[config.mk]
export PLATFORM = sky130hd
export DESIGN_NAME = alu_operand_stage_flat
export DESIGN_NICKNAME = d
export VERILOG_FILES = /design/src/rtl/alu_operand_stage_if.sv /design/src/rtl/alu_operand_stage.sv /design/src/flat_wrapper.sv
export SDC_FILE = /design/constraint.sdc
export NUM_CORES = 1
export LEC_CHECK = 0
export BUFFER_PORTS_ARGS = -buffer_cell sky130_fd_sc_hd__buf_2
export CORE_ASPECT_RATIO = 1.2
export CORE_MARGIN = 10
export CORE_UTILIZATION = 50
export DETAILED_ROUTE_END_ITERATION = 12
export PLACE_DENSITY = 0.94
export REMOVE_ABC_BUFFERS = 1
export SYNTH_ARGS = -nofsm -noshare
export SYNTH_HDL_FRONTEND = slang
export SYNTH_SLANG_ARGS = --single-unit
[constraint.sdc]
create_clock -name clk -period 3.9 [get_ports clk]
set_input_delay 0.78 -clock clk [delete_from_list [all_inputs] [get_ports clk]]
set_output_delay 0.78 -clock clk [all_outputs]
set_load 0.01 [all_outputs]
[src/rtl/alu_operand_stage_if.sv]
// Bundle between the decode/forwarding sources and the ID/EX operand stage.
// The stage itself connects through the slave modport; the driving side uses master.
interface alu_operand_stage_if #(
    parameter int unsigned XLEN = 32,
    parameter int unsigned REGW = 5
);
    logic            id_valid;
    logic            id_ready;
    logic [XLEN-1:0] id_pc;
    logic [REGW-1:0] id_rs1_addr;
    logic [REGW-1:0] id_rs2_addr;
    logic [XLEN-1:0] id_rs1_data;
    logic [XLEN-1:0] id_rs2_data;
    logic [XLEN-1:0] id_imm;
    logic            id_a_sel;
    logic            id_b_sel;
    logic [3:0]      id_alu_control;
    logic [REGW-1:0] id_rd_addr;
    logic            id_reg_write;
    logic            id_mem_read;
    logic [XLEN-1:0] alu_result;
    logic [REGW-1:0] mem_rd_addr;
    logic            mem_reg_write;
    logic [XLEN-1:0] mem_fwd_data;
    logic            ex_ready;
    logic            flush;
    logic            ex_valid;
    logic [XLEN-1:0] ex_in_a;
    logic [XLEN-1:0] ex_in_b;
    logic [3:0]      ex_alu_control;
    logic [REGW-1:0] ex_rd_addr;
    logic            ex_reg_write;
    logic            ex_mem_read;
    logic [31:0]     bubble_count;

    modport master (
        output id_valid, id_pc, id_rs1_addr, id_rs2_addr, id_rs1_data, id_rs2_data,
               id_imm, id_a_sel, id_b_sel, id_alu_control, id_rd_addr, id_reg_write,
               id_mem_read, alu_result, mem_rd_addr, mem_reg_write, mem_fwd_data,
               ex_ready, flush,
        input  id_ready, ex_valid, ex_in_a, ex_in_b, ex_alu_control, ex_rd_addr,
               ex_reg_write, ex_mem_read, bubble_count
    );

    modport slave (
        input  id_valid, id_pc, id_rs1_addr, id_rs2_addr, id_rs1_data, id_rs2_data,
               id_imm, id_a_sel, id_b_sel, id_alu_control, id_rd_addr, id_reg_write,
               id_mem_read, alu_result, mem_rd_addr, mem_reg_write, mem_fwd_data,
               ex_ready, flush,
        output id_ready, ex_valid, ex_in_a, ex_in_b, ex_alu_control, ex_rd_addr,
               ex_reg_write, ex_mem_read, bubble_count
    );
endinterface

[src/rtl/alu_operand_stage.sv]
// ID/EX register feeding the ALU: operand select with EX/MEM forwarding at capture,
// load-use bubble insertion, stall/flush handling and a saturating bubble counter.
module alu_operand_stage #(
    parameter int unsigned XLEN     = 32,
    parameter int unsigned REGW     = 5,
    parameter int unsigned BUBBLE_W = 32
) (
    input logic                clk,
    input logic                rst,
    alu_operand_stage_if.slave bus
);
    logic                valid_q, valid_d;
    logic [XLEN-1:0]     in_a_q, in_a_d;
    logic [XLEN-1:0]     in_b_q, in_b_d;
    logic [3:0]          ctl_q, ctl_d;
    logic [REGW-1:0]     rd_q, rd_d;
    logic                rw_q, rw_d;
    logic                mr_q, mr_d;
    logic [BUBBLE_W-1:0] bub_q, bub_d;

    logic            advance;
    logic            hazard;
    logic            a_hit, b_hit;
    logic            ex_fwd_ok, mem_fwd_ok;
    logic [XLEN-1:0] rs1_val, rs2_val;
    logic [XLEN-1:0] op_a, op_b;

    always_comb begin
        advance = bus.ex_ready | ~valid_q;
        a_hit   = ~bus.id_a_sel & (bus.id_rs1_addr == rd_q);
        b_hit   = ~bus.id_b_sel & (bus.id_rs2_addr == rd_q);
        hazard  = bus.id_valid & valid_q & mr_q & rw_q & (rd_q != '0) & (a_hit | b_hit);
        bus.id_ready = ~rst & advance & ~hazard & ~bus.flush;
    end

    // A held load never forwards from alu_result; its data arrives later via MEM.
    always_comb begin
        ex_fwd_ok  = valid_q & rw_q & ~mr_q & (rd_q != '0);
        mem_fwd_ok = bus.mem_reg_write & (bus.mem_rd_addr != '0);

        if (ex_fwd_ok && (bus.id_rs1_addr == rd_q)) begin
            rs1_val = bus.alu_result;
        end else if (mem_fwd_ok && (bus.id_rs1_addr == bus.mem_rd_addr)) begin
            rs1_val = bus.mem_fwd_data;
        end else begin
            rs1_val = bus.id_rs1_data;
        end

        if (ex_fwd_ok && (bus.id_rs2_addr == rd_q)) begin
            rs2_val = bus.alu_result;
        end else if (mem_fwd_ok && (bus.id_rs2_addr == bus.mem_rd_addr)) begin
            rs2_val = bus.mem_fwd_data;
        end else begin
            rs2_val = bus.id_rs2_data;
        end

        op_a = bus.id_a_sel ? bus.id_pc  : rs1_val;
        op_b = bus.id_b_sel ? bus.id_imm : rs2_val;
    end

    always_comb begin
        valid_d = valid_q;
        in_a_d  = in_a_q;
        in_b_d  = in_b_q;
        ctl_d   = ctl_q;
        rd_d    = rd_q;
        rw_d    = rw_q;
        mr_d    = mr_q;
        bub_d   = bub_q;

        if (bus.flush) begin
            valid_d = 1'b0;
            rw_d    = 1'b0;
            mr_d    = 1'b0;
        end else if (!advance) begin
            valid_d = valid_q;
        end else if (hazard) begin
            valid_d = 1'b0;
            rw_d    = 1'b0;
            mr_d    = 1'b0;
            bub_d   = (&bub_q) ? bub_q : bub_q + BUBBLE_W'(1);
        end else begin
            valid_d = bus.id_valid;
            in_a_d  = op_a;
            in_b_d  = op_b;
            ctl_d   = bus.id_alu_control;
            rd_d    = bus.id_rd_addr;
            rw_d    = bus.id_valid & bus.id_reg_write;
            mr_d    = bus.id_valid & bus.id_mem_read;
        end
    end

    always_ff @(posedge clk) begin
        if (rst) begin
            valid_q <= 1'b0;
            in_a_q  <= '0;
            in_b_q  <= '0;
            ctl_q   <= '0;
            rd_q    <= '0;
            rw_q    <= 1'b0;
            mr_q    <= 1'b0;
            bub_q   <= '0;
        end else begin
            valid_q <= valid_d;
            in_a_q  <= in_a_d;
            in_b_q  <= in_b_d;
            ctl_q   <= ctl_d;
            rd_q    <= rd_d;
            rw_q    <= rw_d;
            mr_q    <= mr_d;
            bub_q   <= bub_d;
        end
    end

    assign bus.ex_valid       = valid_q;
    assign bus.ex_in_a        = in_a_q;
    assign bus.ex_in_b        = in_b_q;
    assign bus.ex_alu_control = ctl_q;
    assign bus.ex_rd_addr     = rd_q;
    assign bus.ex_reg_write   = rw_q;
    assign bus.ex_mem_read    = mr_q;
    assign bus.bubble_count   = 32'(bub_q);
endmodule

[src/flat_wrapper.sv]
// flat-port wrapper written by rule: the top's interface ports become plain ports
module alu_operand_stage_flat 
#(
    parameter int unsigned XLEN     = 32,
    parameter int unsigned REGW     = 5,
    parameter int unsigned BUBBLE_W = 32
)
  (clk, rst, bus_id_valid, bus_id_pc, bus_id_rs1_addr, bus_id_rs2_addr, bus_id_rs1_data, bus_id_rs2_data, bus_id_imm, bus_id_a_sel, bus_id_b_sel, bus_id_alu_control, bus_id_rd_addr, bus_id_reg_write, bus_id_mem_read, bus_alu_result, bus_mem_rd_addr, bus_mem_reg_write, bus_mem_fwd_data, bus_ex_ready, bus_flush, bus_id_ready, bus_ex_valid, bus_ex_in_a, bus_ex_in_b, bus_ex_alu_control, bus_ex_rd_addr, bus_ex_reg_write, bus_ex_mem_read, bus_bubble_count);
  alu_operand_stage_if #(.XLEN(XLEN), .REGW(REGW)) bus_i ();
  input logic clk;
  input logic rst;
  input wire logic [$bits(bus_i.id_valid)-1:0] bus_id_valid;
  input wire logic [$bits(bus_i.id_pc)-1:0] bus_id_pc;
  input wire logic [$bits(bus_i.id_rs1_addr)-1:0] bus_id_rs1_addr;
  input wire logic [$bits(bus_i.id_rs2_addr)-1:0] bus_id_rs2_addr;
  input wire logic [$bits(bus_i.id_rs1_data)-1:0] bus_id_rs1_data;
  input wire logic [$bits(bus_i.id_rs2_data)-1:0] bus_id_rs2_data;
  input wire logic [$bits(bus_i.id_imm)-1:0] bus_id_imm;
  input wire logic [$bits(bus_i.id_a_sel)-1:0] bus_id_a_sel;
  input wire logic [$bits(bus_i.id_b_sel)-1:0] bus_id_b_sel;
  input wire logic [$bits(bus_i.id_alu_control)-1:0] bus_id_alu_control;
  input wire logic [$bits(bus_i.id_rd_addr)-1:0] bus_id_rd_addr;
  input wire logic [$bits(bus_i.id_reg_write)-1:0] bus_id_reg_write;
  input wire logic [$bits(bus_i.id_mem_read)-1:0] bus_id_mem_read;
  input wire logic [$bits(bus_i.alu_result)-1:0] bus_alu_result;
  input wire logic [$bits(bus_i.mem_rd_addr)-1:0] bus_mem_rd_addr;
  input wire logic [$bits(bus_i.mem_reg_write)-1:0] bus_mem_reg_write;
  input wire logic [$bits(bus_i.mem_fwd_data)-1:0] bus_mem_fwd_data;
  input wire logic [$bits(bus_i.ex_ready)-1:0] bus_ex_ready;
  input wire logic [$bits(bus_i.flush)-1:0] bus_flush;
  output wire logic [$bits(bus_i.id_ready)-1:0] bus_id_ready;
  output wire logic [$bits(bus_i.ex_valid)-1:0] bus_ex_valid;
  output wire logic [$bits(bus_i.ex_in_a)-1:0] bus_ex_in_a;
  output wire logic [$bits(bus_i.ex_in_b)-1:0] bus_ex_in_b;
  output wire logic [$bits(bus_i.ex_alu_control)-1:0] bus_ex_alu_control;
  output wire logic [$bits(bus_i.ex_rd_addr)-1:0] bus_ex_rd_addr;
  output wire logic [$bits(bus_i.ex_reg_write)-1:0] bus_ex_reg_write;
  output wire logic [$bits(bus_i.ex_mem_read)-1:0] bus_ex_mem_read;
  output wire logic [$bits(bus_i.bubble_count)-1:0] bus_bubble_count;
  assign bus_i.id_valid = bus_id_valid;
  assign bus_i.id_pc = bus_id_pc;
  assign bus_i.id_rs1_addr = bus_id_rs1_addr;
  assign bus_i.id_rs2_addr = bus_id_rs2_addr;
  assign bus_i.id_rs1_data = bus_id_rs1_data;
  assign bus_i.id_rs2_data = bus_id_rs2_data;
  assign bus_i.id_imm = bus_id_imm;
  assign bus_i.id_a_sel = bus_id_a_sel;
  assign bus_i.id_b_sel = bus_id_b_sel;
  assign bus_i.id_alu_control = bus_id_alu_control;
  assign bus_i.id_rd_addr = bus_id_rd_addr;
  assign bus_i.id_reg_write = bus_id_reg_write;
  assign bus_i.id_mem_read = bus_id_mem_read;
  assign bus_i.alu_result = bus_alu_result;
  assign bus_i.mem_rd_addr = bus_mem_rd_addr;
  assign bus_i.mem_reg_write = bus_mem_reg_write;
  assign bus_i.mem_fwd_data = bus_mem_fwd_data;
  assign bus_i.ex_ready = bus_ex_ready;
  assign bus_i.flush = bus_flush;
  assign bus_id_ready = bus_i.id_ready;
  assign bus_ex_valid = bus_i.ex_valid;
  assign bus_ex_in_a = bus_i.ex_in_a;
  assign bus_ex_in_b = bus_i.ex_in_b;
  assign bus_ex_alu_control = bus_i.ex_alu_control;
  assign bus_ex_rd_addr = bus_i.ex_rd_addr;
  assign bus_ex_reg_write = bus_i.ex_reg_write;
  assign bus_ex_mem_read = bus_i.ex_mem_read;
  assign bus_bubble_count = bus_i.bubble_count;
  alu_operand_stage #(.XLEN(XLEN), .REGW(REGW), .BUBBLE_W(BUBBLE_W)) u_core (.clk(clk), .rst(rst), .bus(bus_i));
endmodule
* After elaboration in Yosys (flattened, before gate mapping)
Cells that the tools add are included.
** Storage, ports and cells
- Register bits :: 108
- Input port bits :: 226
- Output and inout bits :: 109
- Logic and storage cells :: 58
** Operators by class
- Add/sub/neg operators :: 1
- Eq/ne operators :: 4
- Muxes and demuxes :: 9
- Bitwise operators :: 26
- Reductions and logical operators :: 10
** Operators by type and width (count)
- two-way mux 32 bit :: 6
- adder 32 x 1 -> 32 bit (second input constant) :: 1
- AND reduction 32 bit :: 1
- equality test 5 bit :: 4
- bitwise AND 1 bit :: 16
- nonzero test 5 bit :: 2
- NOT 1 bit :: 8
- logical AND 1 bit :: 4
- AND reduction 4 bit :: 1
- two-way mux 1 bit :: 3
- AND reduction 3 bit :: 1
- OR 1 bit :: 2
- OR reduction 2 bit :: 1

* Logic depth before layout (Yosys ltp)
- Word-level depth :: 8
- Gate-level depth with buffers :: 8
- Depth with buffers taken out :: 7

* Least setup slack after synthesis
No wires, ideal clock.
- Kind :: input to output
- Start :: input port bus_id_rs1_addr[4]
- End :: output port bus_id_ready
- Data arrival time :: 2058 ps
- Data required time :: 3120 ps
- Slack :: 1062 ps
- Stages :: 6
- Path buffers :: 1
- Cells stage by stage :: xnor2_1 > nand3_1 > nor3_2 > o2111a_1 > clkbuf_1 > nor3_1
** Between the ends
- Longest elaborated chain between the ends :: 7
** Ends and longest elaborated chain
- from (decl) :: RTL line flat_wrapper.sv:14 : input wire logic [$bits(bus_i.id_rs1_addr)-1:0] bus_id_rs1_addr;
- equality test 5 bit :: RTL line alu_operand_stage.sv:30 : a_hit = ~bus.id_a_sel & (bus.id_rs1_addr == rd_q);
- bitwise AND 1 bit :: RTL line alu_operand_stage.sv:30
- OR 1 bit :: RTL line alu_operand_stage.sv:32 : hazard = bus.id_valid & valid_q & mr_q & rw_q & (rd_q != '0) & (a_hit | b_hit);
- bitwise AND 1 bit :: RTL line alu_operand_stage.sv:32
- NOT 1 bit :: RTL line alu_operand_stage.sv:33 : bus.id_ready = ~rst & advance & ~hazard & ~bus.flush;
- bitwise AND 1 bit (2 in series) :: RTL line alu_operand_stage.sv:33
- to (decl) :: RTL line flat_wrapper.sv:31 : output wire logic [$bits(bus_i.id_ready)-1:0] bus_id_ready;
No other way between the ends.

* Worst setup path after layout
- Start :: input port bus_mem_rd_addr[0]
- End :: register u_core.in_a_q[24], in the netlist u_core.bus.ex_in_a[24]
** Between the ends
- Longest elaborated chain between the ends :: 6
- Elaborated cells on any way between the ends :: 7
- Classes of those cells :: eq/ne: 1; mux: 3; bitwise: 1; reduce/logical: 2
** Ends and longest elaborated chain
- from (decl) :: RTL line flat_wrapper.sv:26 : input wire logic [$bits(bus_i.mem_rd_addr)-1:0] bus_mem_rd_addr;
- nonzero test 5 bit :: RTL line alu_operand_stage.sv:39 : mem_fwd_ok = bus.mem_reg_write & (bus.mem_rd_addr != '0);
- bitwise AND 1 bit :: RTL line alu_operand_stage.sv:39
- logical AND 1 bit (*) :: RTL line alu_operand_stage.sv:43 : end else if (mem_fwd_ok && (bus.id_rs1_addr == bus.mem_rd_addr)) begin
- two-way mux 32 bit (*) :: RTL line alu_operand_stage.sv:43
- two-way mux 32 bit (*) :: RTL line alu_operand_stage.sv:41 : if (ex_fwd_ok && (bus.id_rs1_addr == rd_q)) begin
- two-way mux 32 bit (*) :: RTL line alu_operand_stage.sv:57 : op_a = bus.id_a_sel ? bus.id_pc : rs1_val;
- to (signal assigned) :: RTL line alu_operand_stage.sv:105 : in_a_q <= in_a_d;
- to (decl) :: RTL line alu_operand_stage.sv:13 : logic [XLEN-1:0] in_a_q, in_a_d;
Mark *: on every way between the ends. The rest lies on a longest branch, timed or not.
A chain may end at the register's enable or synchronous reset.

==> reports/results.ini <==
[timing]
rsz0062_at_grt=false
worst_pin_slew_ns=1.245
finClkSkew_ns=0.01000
fmax_mhz=330.0
min_period_ns=3.030
finalSetupViolCount=0
slew_violations=0
hold_viol_final=0
fin_hold_ws_ns=0.4745
fin_crit_sh_pct=77.70
maxSlewHeadroom_pct=17.00

[finish]
final_core_util_pct=65.49
area_growth_pct=27.40
layout_common_cells=333 x buf_2, 143 x nand2_1, 108 x dfxtp_1
layout.nets=1382
layout-drive-gt1-share_pct=38.62
mostFrequentLayoutCell=buf_2
nFillCells=1144

[worst_setup_path]
cp_cell_sequence=buf_2, or4_1, o21a_2, nand3_2, nand2_1, a311o_1, a311oi_2
endpoint_kind=flip-flop
path_buf_inv=1
crit_slowest_cell=nand3_2
arrival_ns=3.28
path_class=input port to flip-flop
r2r_start=u_core.bus.ex_rd_addr[2]
critPathLaunch=bus_mem_rd_addr[0]
start_kind=input port
max_stage_delay_ns=0.67
critPathRequiredTime_ns=4.15
critical_path.top_delay_family=simple AND/OR/NAND/NOR gates
cp_max_fo=32

[detailed_routing]
wl_met2_um=14710
wl_met3_um=3876
drc=0
wl_per_cell_um=22.80
first_pass_iters=7
ant_nets=0
viasPerCell=6.675
drt-initial-drc-count=979
vias=8931
postRouteWirelength_um=30510
wl_met1_um=10420
top_layer=met5

[global_route]
grt_max_degree=74
grt-ovfl-total=0
grt_usage_pct=29.18
grt_pass1_vias=8623
grt_first_pass_wirelength_um=46020
grt_antenna_before_repair=7

[synthesis]
synth_edf_count=0
synth_cells=888
syn_area_per_cell_um2=8.068
ys_seq_area_share_pct=30.18
synth_top_area_share_pct=30.18
synth_area_leaders=dfxtp_1 30%, a311oi_2 12%, a311o_1 8.9%
yosysWarnings=0
ys.flop_type=dfxtp_1
synth_cell_type_count=55
synth-seq-cells=108
yosysTopAreaCell=dfxtp_1
ys_async_sr_fraction_pct=0
netlist_area_um2=7164

[status]
status=complete, no violations

[power]
sequentialPowerShare_pct=41.1
ir_drop_v=0.0002076
p_switching_uw=850.3
cellInternalPower_uw=2071
p_leak_uw=0.003864
clkPwrFrac_pct=37.0
swShare_pct=29.11
powerDensity_nw_per_um2=320.0
combPwrFrac_pct=21.9

[clocking]
cts_sinks=108
cts_hold_buf=0
cts_max_path_buffers=2
h-tree-depth=3
post_cts_resize_count=0
clockRootBuffer=clkbuf_16
cts_tree=built
clk_pin_slew_worst_paths_ns=0.07
cts_setup_buffers=0
cts_inserted_buffers=9
clk-insertion-delay-late_ns=0.35

[worst_hold_path]
min_from=u_core.bus.ex_alu_control[2]
hp-class=flip-flop to flip-flop

[floorplanning]
start_util_pct=51.40
fp.dieW_um=129.3
die_area_um2=19540
ios=335
core_area_um2=13940
die_h_um=151.1
num_rows=47

[placed_design]
portBuffers=334
hpwl_um=21940
place_congestion=0.9523

[run]
drv_cap=0

## layout make-up
class                      instances  area [um^2]  area share (%)
tap                              171        214.0           2.344
multi-input combinational        680         4553           49.88
timing repair buffer             351         1814           19.88
clock inverter                     6        108.9           1.193
clock buffer                      10        239.0           2.618
sequential                       108         2162           23.69
antenna                            7        17.52          0.1919
inverter                           5        18.77          0.2056
## logic make-up after synthesis
family / synth area share, %
adders and majority gates: 0.1746
buffers and inverters: 6.968
xor gates and xnor gates: 2.567
muxes: 0.7858
AOI/OAI and AO/OA: 33.30
DFF: 30.18
and+or+nand+nor: 26.02
## worst paths after layout
path	to	slack [ns]	cells after the start
worst max-delay path	u_core.bus.ex_in_a[24]	0.87	7
worst min-delay path	u_core.bus.ex_alu_control[2]	0.47	2
worst max register to register	u_core.bus.ex_in_b[2]	0.90	7
worst min register to register	u_core.bus.ex_alu_control[2]	0.47	2
## worst min-delay path: cells and delay by family (launching register included)
kind           cells  cell delay, ns
AO/OA/AOI/OAI      2            0.12
flip-flops         1            0.31
## flip-flops by register name, summed over array words and instances (netlist names)
signal                     cells
u_core.bus.bubble_count       32
u_core.bus.ex_in_a            32
u_core.bus.ex_in_b            32
u_core.bus.ex_rd_addr          5
u_core.bus.ex_alu_control      4
u_core.bus.ex_mem_read         1
u_core.bus.ex_reg_write        1
u_core.bus.ex_valid            1
## cell usage after synthesis, types with 3 or more instances
library cell and n:
buf_2 11, a311oi_2 56, mux2_2 3, dfxtp_1 108, o21ai_0 23, nand3_1 18
nor3_2 4, nor4_1 5, nand4_1 72, nor3_1 5, or4_1 11, buf_4 11
o31ai_1 10, xnor2_1 11, a311oi_1 8, or3_1 16, clkbuf_1 61, inv_1 5
a21oi_1 99, nor2_1 77, a311o_1 64, and2_1 3, buf_6 9, nor2b_1 6
nand2_1 143, xor2_1 10
## power groups by stage
stage | clock [uW] | combinational, uW | sequential (uW)
3_3_place_gp | 0 | 619 | 1220
2_1_floorplan | 0 | 266 | 1250
6_report | 1080 | 640 | 1200
5_1_grt | 1130 | 684 | 1200
3_5_place_dp | 0 | 631 | 1220
4_1_cts | 1090 | 634 | 1200
## metal layers
metal / vias up / GRT usage (%)
met2: 738 / 48.93
li1: 3944 / -
met4: 2 / 15.26
met3: 130 / 8.147
met1: 4117 / 33.12
met5: - / 0
## stage by stage
step	worst slack, ns	cell area (um^2)	total power, uW	TNS [ns]	instances
5_1_grt	0.7376	9123	3015	0	1336
3_3_place_gp	0.6105	8762	1840	0	1315
4_1_cts	0.8874	9110	2921	0	1331
2_1_floorplan	-0.6463	6684	1512	-15.81	793
3_5_place_dp	0.5434	8762	1853	0	1315
6_report	0.8698	9128	2921	0	1338
Note: power is estimated with default switching activity, not from simulation.
